`src/rtl/osc_signal_gen_if.sv`:
```
// Configuration and status bundle for the OSC/index line generator.
// master drives configuration, slave is the generator itself.
interface osc_signal_gen_if #(
  parameter int CNT_W    = 16,
  parameter int GLITCH_W = 4
);
  logic                enable;
  logic [CNT_W-1:0]    high_len;
  logic [CNT_W-1:0]    low_len;
  logic                glitch_en;
  logic [CNT_W-1:0]    glitch_pos;
  logic [GLITCH_W-1:0] glitch_len;
  logic                sig_out;
  logic                period_done;
  logic                busy;

  modport master (
    output enable,
    output high_len,
    output low_len,
    output glitch_en,
    output glitch_pos,
    output glitch_len,
    input  sig_out,
    input  period_done,
    input  busy
  );

  modport slave (
    input  enable,
    input  high_len,
    input  low_len,
    input  glitch_en,
    input  glitch_pos,
    input  glitch_len,
    output sig_out,
    output period_done,
    output busy
  );
endinterface

```
`src/rtl/osc_signal_gen.sv`:
```
// OSC/index line transmitter: periodic square wave with tick-based
// high/low phases and optional in-phase glitch injection.
module osc_signal_gen #(
  parameter int CNT_W    = 16,
  parameter int TICK_DIV = 256,
  parameter int GLITCH_W = 4
) (
  input  logic            clk,
  input  logic            rst_n,
  osc_signal_gen_if.slave bus
);
  localparam int PW = $clog2(TICK_DIV);
  localparam logic [PW-1:0] PRE_MAX = PW'(TICK_DIV - 1);
  localparam logic [CNT_W-1:0] ONE = CNT_W'(1);
  localparam logic [GLITCH_W-1:0] G_ONE = GLITCH_W'(1);

  typedef enum logic [1:0] {
    IDLE = 2'd0,
    HIGH = 2'd1,
    LOW  = 2'd2
  } state_t;

  state_t              state;
  logic [PW-1:0]       pre;
  logic [CNT_W-1:0]    tick_cnt;
  logic [GLITCH_W-1:0] gcnt;

  logic [CNT_W-1:0]    sh_high;
  logic [CNT_W-1:0]    sh_low;
  logic                sh_gen;
  logic [CNT_W-1:0]    sh_gpos;
  logic [GLITCH_W-1:0] sh_glen;

  logic                sig_q;
  logic                pd_q;
  logic                busy_q;

  logic [CNT_W-1:0]    eff_high;
  logic [CNT_W-1:0]    eff_low;
  logic [CNT_W-1:0]    cur_len;
  logic [CNT_W-1:0]    nxt_tick;
  logic [PW-1:0]       nxt_pre;
  logic                tick;
  logic                phase_end;
  logic                g_ok;
  logic                g_mid;
  logic                g_hold;
  logic                g_in0;
  logic                g_sh0;
  logic [GLITCH_W-1:0] g_in_cnt;
  logic [GLITCH_W-1:0] g_sh_cnt;

  // Phase length, tick and glitch-start decode for the current cycle
  always_comb begin
    eff_high  = (sh_high == '0) ? ONE : sh_high;
    eff_low   = (sh_low == '0) ? ONE : sh_low;
    cur_len   = (state == HIGH) ? eff_high : eff_low;
    tick      = (pre == PRE_MAX);
    phase_end = (state != IDLE) && tick &&
                (tick_cnt == cur_len - ONE);
    nxt_pre   = tick ? '0 : pre + 1'b1;
    nxt_tick  = tick ? tick_cnt + ONE : tick_cnt;
    g_ok      = sh_gen && (sh_glen != '0) &&
                (sh_gpos < cur_len);
    g_mid     = g_ok && tick && (nxt_tick == sh_gpos);
    g_hold    = (gcnt != '0);
    // A glitch at tick 0 has to start on the phase entry edge itself
    g_in0     = bus.glitch_en && (bus.glitch_len != '0) &&
                (bus.glitch_pos == '0);
    g_sh0     = sh_gen && (sh_glen != '0) && (sh_gpos == '0);
    g_in_cnt  = g_in0 ? bus.glitch_len - G_ONE : '0;
    g_sh_cnt  = g_sh0 ? sh_glen - G_ONE : '0;
  end

  // Period sequencing, phase timing, glitch overlay and registered outputs
  always_ff @(posedge clk or negedge rst_n) begin
    if (!rst_n) begin
      state    <= IDLE;
      pre      <= '0;
      tick_cnt <= '0;
      gcnt     <= '0;
      sh_high  <= '0;
      sh_low   <= '0;
      sh_gen   <= 1'b0;
      sh_gpos  <= '0;
      sh_glen  <= '0;
      sig_q    <= 1'b0;
      pd_q     <= 1'b0;
      busy_q   <= 1'b0;
    end else begin
      pd_q <= 1'b0;
      unique case (state)
        IDLE: begin
          pre      <= '0;
          tick_cnt <= '0;
          gcnt     <= '0;
          if (bus.enable) begin
            state   <= HIGH;
            busy_q  <= 1'b1;
            sh_high <= bus.high_len;
            sh_low  <= bus.low_len;
            sh_gen  <= bus.glitch_en;
            sh_gpos <= bus.glitch_pos;
            sh_glen <= bus.glitch_len;
            sig_q   <= ~g_in0;
            gcnt    <= g_in_cnt;
          end
        end
        HIGH: begin
          if (phase_end) begin
            state    <= LOW;
            pre      <= '0;
            tick_cnt <= '0;
            sig_q    <= g_sh0;
            gcnt     <= g_sh_cnt;
          end else begin
            pre      <= nxt_pre;
            tick_cnt <= nxt_tick;
            if (g_mid) begin
              sig_q <= 1'b0;
              gcnt  <= sh_glen - G_ONE;
            end else if (g_hold) begin
              sig_q <= 1'b0;
              gcnt  <= gcnt - G_ONE;
            end else begin
              sig_q <= 1'b1;
            end
          end
        end
        LOW: begin
          if (phase_end) begin
            pd_q     <= 1'b1;
            pre      <= '0;
            tick_cnt <= '0;
            if (bus.enable) begin
              state   <= HIGH;
              sh_high <= bus.high_len;
              sh_low  <= bus.low_len;
              sh_gen  <= bus.glitch_en;
              sh_gpos <= bus.glitch_pos;
              sh_glen <= bus.glitch_len;
              sig_q   <= ~g_in0;
              gcnt    <= g_in_cnt;
            end else begin
              state  <= IDLE;
              busy_q <= 1'b0;
              sig_q  <= 1'b0;
              gcnt   <= '0;
            end
          end else begin
            pre      <= nxt_pre;
            tick_cnt <= nxt_tick;
            if (g_mid) begin
              sig_q <= 1'b1;
              gcnt  <= sh_glen - G_ONE;
            end else if (g_hold) begin
              sig_q <= 1'b1;
              gcnt  <= gcnt - G_ONE;
            end else begin
              sig_q <= 1'b0;
            end
          end
        end
        default: begin
          state  <= IDLE;
          busy_q <= 1'b0;
          sig_q  <= 1'b0;
          gcnt   <= '0;
        end
      endcase
    end
  end

  assign bus.sig_out     = sig_q;
  assign bus.period_done = pd_q;
  assign bus.busy        = busy_q;
endmodule

```
`src/flat_wrapper.sv`:
```
// flat-port wrapper written by rule: the top's interface ports become plain ports
module osc_signal_gen_flat 
#(
  parameter int CNT_W    = 16,
  parameter int TICK_DIV = 256,
  parameter int GLITCH_W = 4
)
  (clk, rst_n, bus_enable, bus_high_len, bus_low_len, bus_glitch_en, bus_glitch_pos, bus_glitch_len, bus_sig_out, bus_period_done, bus_busy);
  osc_signal_gen_if #(.CNT_W(CNT_W), .GLITCH_W(GLITCH_W)) bus_i ();
  input  logic clk;
  input  logic rst_n;
  input wire logic [$bits(bus_i.enable)-1:0] bus_enable;
  input wire logic [$bits(bus_i.high_len)-1:0] bus_high_len;
  input wire logic [$bits(bus_i.low_len)-1:0] bus_low_len;
  input wire logic [$bits(bus_i.glitch_en)-1:0] bus_glitch_en;
  input wire logic [$bits(bus_i.glitch_pos)-1:0] bus_glitch_pos;
  input wire logic [$bits(bus_i.glitch_len)-1:0] bus_glitch_len;
  output wire logic [$bits(bus_i.sig_out)-1:0] bus_sig_out;
  output wire logic [$bits(bus_i.period_done)-1:0] bus_period_done;
  output wire logic [$bits(bus_i.busy)-1:0] bus_busy;
  assign bus_i.enable = bus_enable;
  assign bus_i.high_len = bus_high_len;
  assign bus_i.low_len = bus_low_len;
  assign bus_i.glitch_en = bus_glitch_en;
  assign bus_i.glitch_pos = bus_glitch_pos;
  assign bus_i.glitch_len = bus_glitch_len;
  assign bus_sig_out = bus_i.sig_out;
  assign bus_period_done = bus_i.period_done;
  assign bus_busy = bus_i.busy;
  osc_signal_gen #(.CNT_W(CNT_W), .TICK_DIV(TICK_DIV), .GLITCH_W(GLITCH_W)) u_core (.clk(clk), .rst_n(rst_n), .bus(bus_i));
endmodule
```
`config.mk`:
```
export PLATFORM = sky130hd
export DESIGN_NAME = osc_signal_gen_flat
export DESIGN_NICKNAME = d
export VERILOG_FILES = /design/src/rtl/osc_signal_gen_if.sv /design/src/rtl/osc_signal_gen.sv /design/src/flat_wrapper.sv
export SDC_FILE = /design/constraint.sdc
export NUM_CORES = 1
export LEC_CHECK = 0
export CORE_MARGIN = 2
export CORE_UTILIZATION = 30
export DETAILED_ROUTE_END_ITERATION = 7
export SLEW_MARGIN = 25
export SYNTH_ARGS = -nofsm -noshare
export SYNTH_HDL_FRONTEND = slang
export SYNTH_SLANG_ARGS = --single-unit
```
`constraint.sdc`:
```
create_clock -name clk -period 5 [get_ports clk]
set_input_delay 0.75 -clock clk [delete_from_list [all_inputs] [get_ports clk]]
set_output_delay 0.75 -clock clk [all_outputs]
set_load 0.01 [all_outputs]
```
==> results.cfg <==
[status]
status = complete, no violations

[yosys]
synthXorXnorAreaFrac = 0.06063
synthTopCellsByCount = dfrtp_1 (86), mux2_4 (48), nand2_1 (44)
synth_seq_cells = 86
synth_top_area_frac = 0.3547
synth-adder-area-share = 0.05156
synth_largest_area_cell = dfrtp_1
syn-num-nets = 694
synth-main-ff-cell = dfrtp_1
synth.area.top_cells = dfrtp_1 (35%), mux2_4 (12%), ha_1 (5.2%), xnor2_1 (4.2%), mux2i_1 (4.0%)
yosys.area_share.simple = 0.1858
synthDistinctLibCells = 64
synth_compound_area_frac = 0.1367
yosysMostFrequentCell = dfrtp_1
yosys_warnings = 0
netlist_area_mm2 = 0.006067
syn_area_per_cell_um2 = 9.897
syn_inst = 613
synth_seq_area_share = 0.3547
synth.area.mux_share = 0.1759
synth_edf_count = 0
async_reset_ff_frac = 1.000
synth_top_family_by_area = simple AND/OR/NAND/NOR gates

[timing]
setup_tns_ns = 0
skew_ns = 0.004604
period_share = 0.8823
worst_slack_ns = 0.5886
setup_viol = 0
fmax_mhz = 226.7
rsz0062_at_grt = no
relSlewSlack = 0.3257
worstMarginPinSlew_ns = 1.002
final-hold-violation-count = 0
slew_violations = 0
period_minus_slack_ns = 4.411

[power]
p_leak_nw = 3.055
peakVddDrop_mv = 0.2701
sw_frac_of_total = 0.3822
p_int_mw = 2.303
seqPwrFrac = 0.329
power_density_mw_per_mm2 = 514.2
power_frac_comb = 0.461
power.switching_mw = 1.425
clkPwrFrac = 0.210
total_power_mw = 3.727

[placed_design]
dp.cells = 922
dp_hpwl_um = 11680
io_buffer_count = 58
place_ws_ns = 0.6436
gp_congestion = 0.8949

[floorplanning]
fp.dieH_um = 146.2
core-area_mm2 = 0.02004
die_area_mm2 = 0.02138
dieWidth_um = 146.2
rows = 52
start_util = 0.3028
io_pins = 59

[cells_and_area]
drive_gt1_frac = 0.1377
syn2layout_area_growth_pct = 19.47
ff_latch_area_mm2 = 0.002152
multi_input_area_mm2 = 0.003711
nets = 744
finalNonFillerCells = 938
n_antenna_cell = 0
nFillCells = 2094

[routing]
drt-wirelength-per-cell_um = 16.39
via_count = 4835
drtIter0Drc = 377
postRouteAntennaNets = 0
drt-total-wl_um = 15370
viasPerCell = 5.155
drcViolationCount = 0
first_pass_iters = 4

[clock_tree]
cts_tree = built
cts_hold_buf = 0
root_buffer = clkbuf_16
path_clk_slew_ns = 0.06
cts_buffers = 9
cts_setup_buffers = 0
ctsResizeCount = 0
cts_buffer_depth = 2
cts_max_level = 3
worstSkewPairLatency_ns = 0.35
cts_sinks = 86

[setup_path]
max_stage_delay_ns = 0.56
slowest_stage = ha_1
crit_required_ns = 5.24
start_kind = flip-flop
cp_cell_sequence = inv_1 -> ha_1 -> buf_4 -> mux2i_1 -> o21ai_1 -> a21oi_1 -> o21ai_1 -> a221o_1 -> nor4_2 -> and3_2 -> o21ai_4 -> buf_4 -> mux2_4
arrival_ns = 4.65
crit_path_end_kind = flip-flop
critPathMaxFanout = 34
crit_type = reg2reg

[global_routing]
overflow = 0
grt_first_pass_wirelength_um = 25190
antenna_found_initial = 0
grt_pass1_vias = 4690
track_usage = 0.1485
grt_max_degree = 48

[hold_path]
hp-class = in2async

[job]
max_cap_violations = 0
## worst max-delay path, delay by kind of cell, from the launching register on
kind | cells | cell delay [ns]
flops | 1 | 0.40
buf+inv | 3 | 0.73
mux | 2 | 0.83
fa+ha+maj | 1 | 0.56
compound gates | 5 | 1.06
simple gates | 2 | 0.66
## final timing paths
| kind | slack [ns] | startpoint | to | depth (start not counted) |
|---|---|---|---|---|
| max in group asynchronous | 3.64 | rst_n | u_core.sh_glen[0]$_DFFE_PN0P_ | 2 |
| max | 0.59 | u_core.state[1]$_DFFE_PN0P_ | u_core.sh_low[13]$_DFFE_PN0P_ | 13 |
| min reg2reg | 0.52 | u_core.pre[1]$_DFFE_PN0P_ | u_core.pre[1]$_DFFE_PN0P_ | 2 |
| min in group clk | 0.52 | u_core.pre[1]$_DFFE_PN0P_ | u_core.pre[1]$_DFFE_PN0P_ | 2 |
| min | 0.37 | rst_n | u_core.sh_low[1]$_DFFE_PN0P_ | 1 |
| max reg2reg | 0.59 | u_core.state[1]$_DFFE_PN0P_ | u_core.sh_low[13]$_DFFE_PN0P_ | 13 |
## cells in the final DEF, fill, tap and decap left out, types with 18 or more instances in the layout
| master | instances |
|---|---|
| a21oi_1 | 40 |
| clkdlybuf4s50_1 | 57 |
| dfrtp_1 | 86 |
| ha_1 | 25 |
| mux2_4 | 48 |
| mux2i_1 | 24 |
| nand2_1 | 44 |
| nand3_1 | 19 |
| nor2_1 | 34 |
| nor3_1 | 18 |
| o21ai_0 | 21 |
| or3_1 | 18 |
| xnor2_1 | 29 |
## layer usage
| layer | GRT usage | routed length [um] | vias to the layer above |
|---|---|---|---|
| met5 | 0 | 0 | - |
| met4 | 0.03883 | 166 | 0 |
| met3 | 0.03094 | 742 | 12 |
| met2 | 0.2193 | 6637 | 93 |
| met1 | 0.2202 | 7828 | 2363 |
| li1 | - | - | 2367 |
## cells by family (layout without fill, tap and decap cells)
kind of cell             after synthesis  count (layout)
AO/OA/AOI/OAI                        127             127
XOR/XNOR                              42              42
adder cells (fa/ha/maj)               25              25
buffers and inverters                 43              98
flip-flops                            86              86
multiplexers                          81              81
AND/OR/NAND/NOR                      209             209
## state kept, by name (all words and copies together) (netlist names), 2 cells and up
name / cells
u_core.sh_gpos: 16
u_core.sh_high: 16
u_core.sh_low: 16
u_core.tick_cnt: 16
u_core.pre: 8
u_core.gcnt: 4
u_core.sh_glen: 4
u_core.state: 2
## stage by stage
stage	hold slack, ns	utilization	instance area (um2)
6_report	0.3735	0.3617	7248
5_1_grt	0.4090	0.3617	7248
4_1_cts	0.3856	0.3617	7248
3_5_place_dp	0.5041	0.3443	6899
3_3_place_gp	0.4983	0.3443	6899
2_1_floorplan	0.4544	-	6067
## power by group through the flow
stage,clock network (mW),logic [mW],registers [mW]
after CTS,0.804,1.72,1.22
final,0.783,1.72,1.23
after global routing,0.828,1.90,1.26
after detailed placement,0,1.71,1.22
after global placement,0,1.69,1.23
after floorplan,0,1.37,1.12
## area by class of cell
type	instances	share of cell area
tap	270	0.04661
clock inverter	5	0.01467
timing repair buffer	66	0.08804
inverter	16	0.008286
clock buffer	11	0.03349
multi-input combinational	484	0.5120
sequential	86	0.2969
Power figures use the tool's default switching activity.
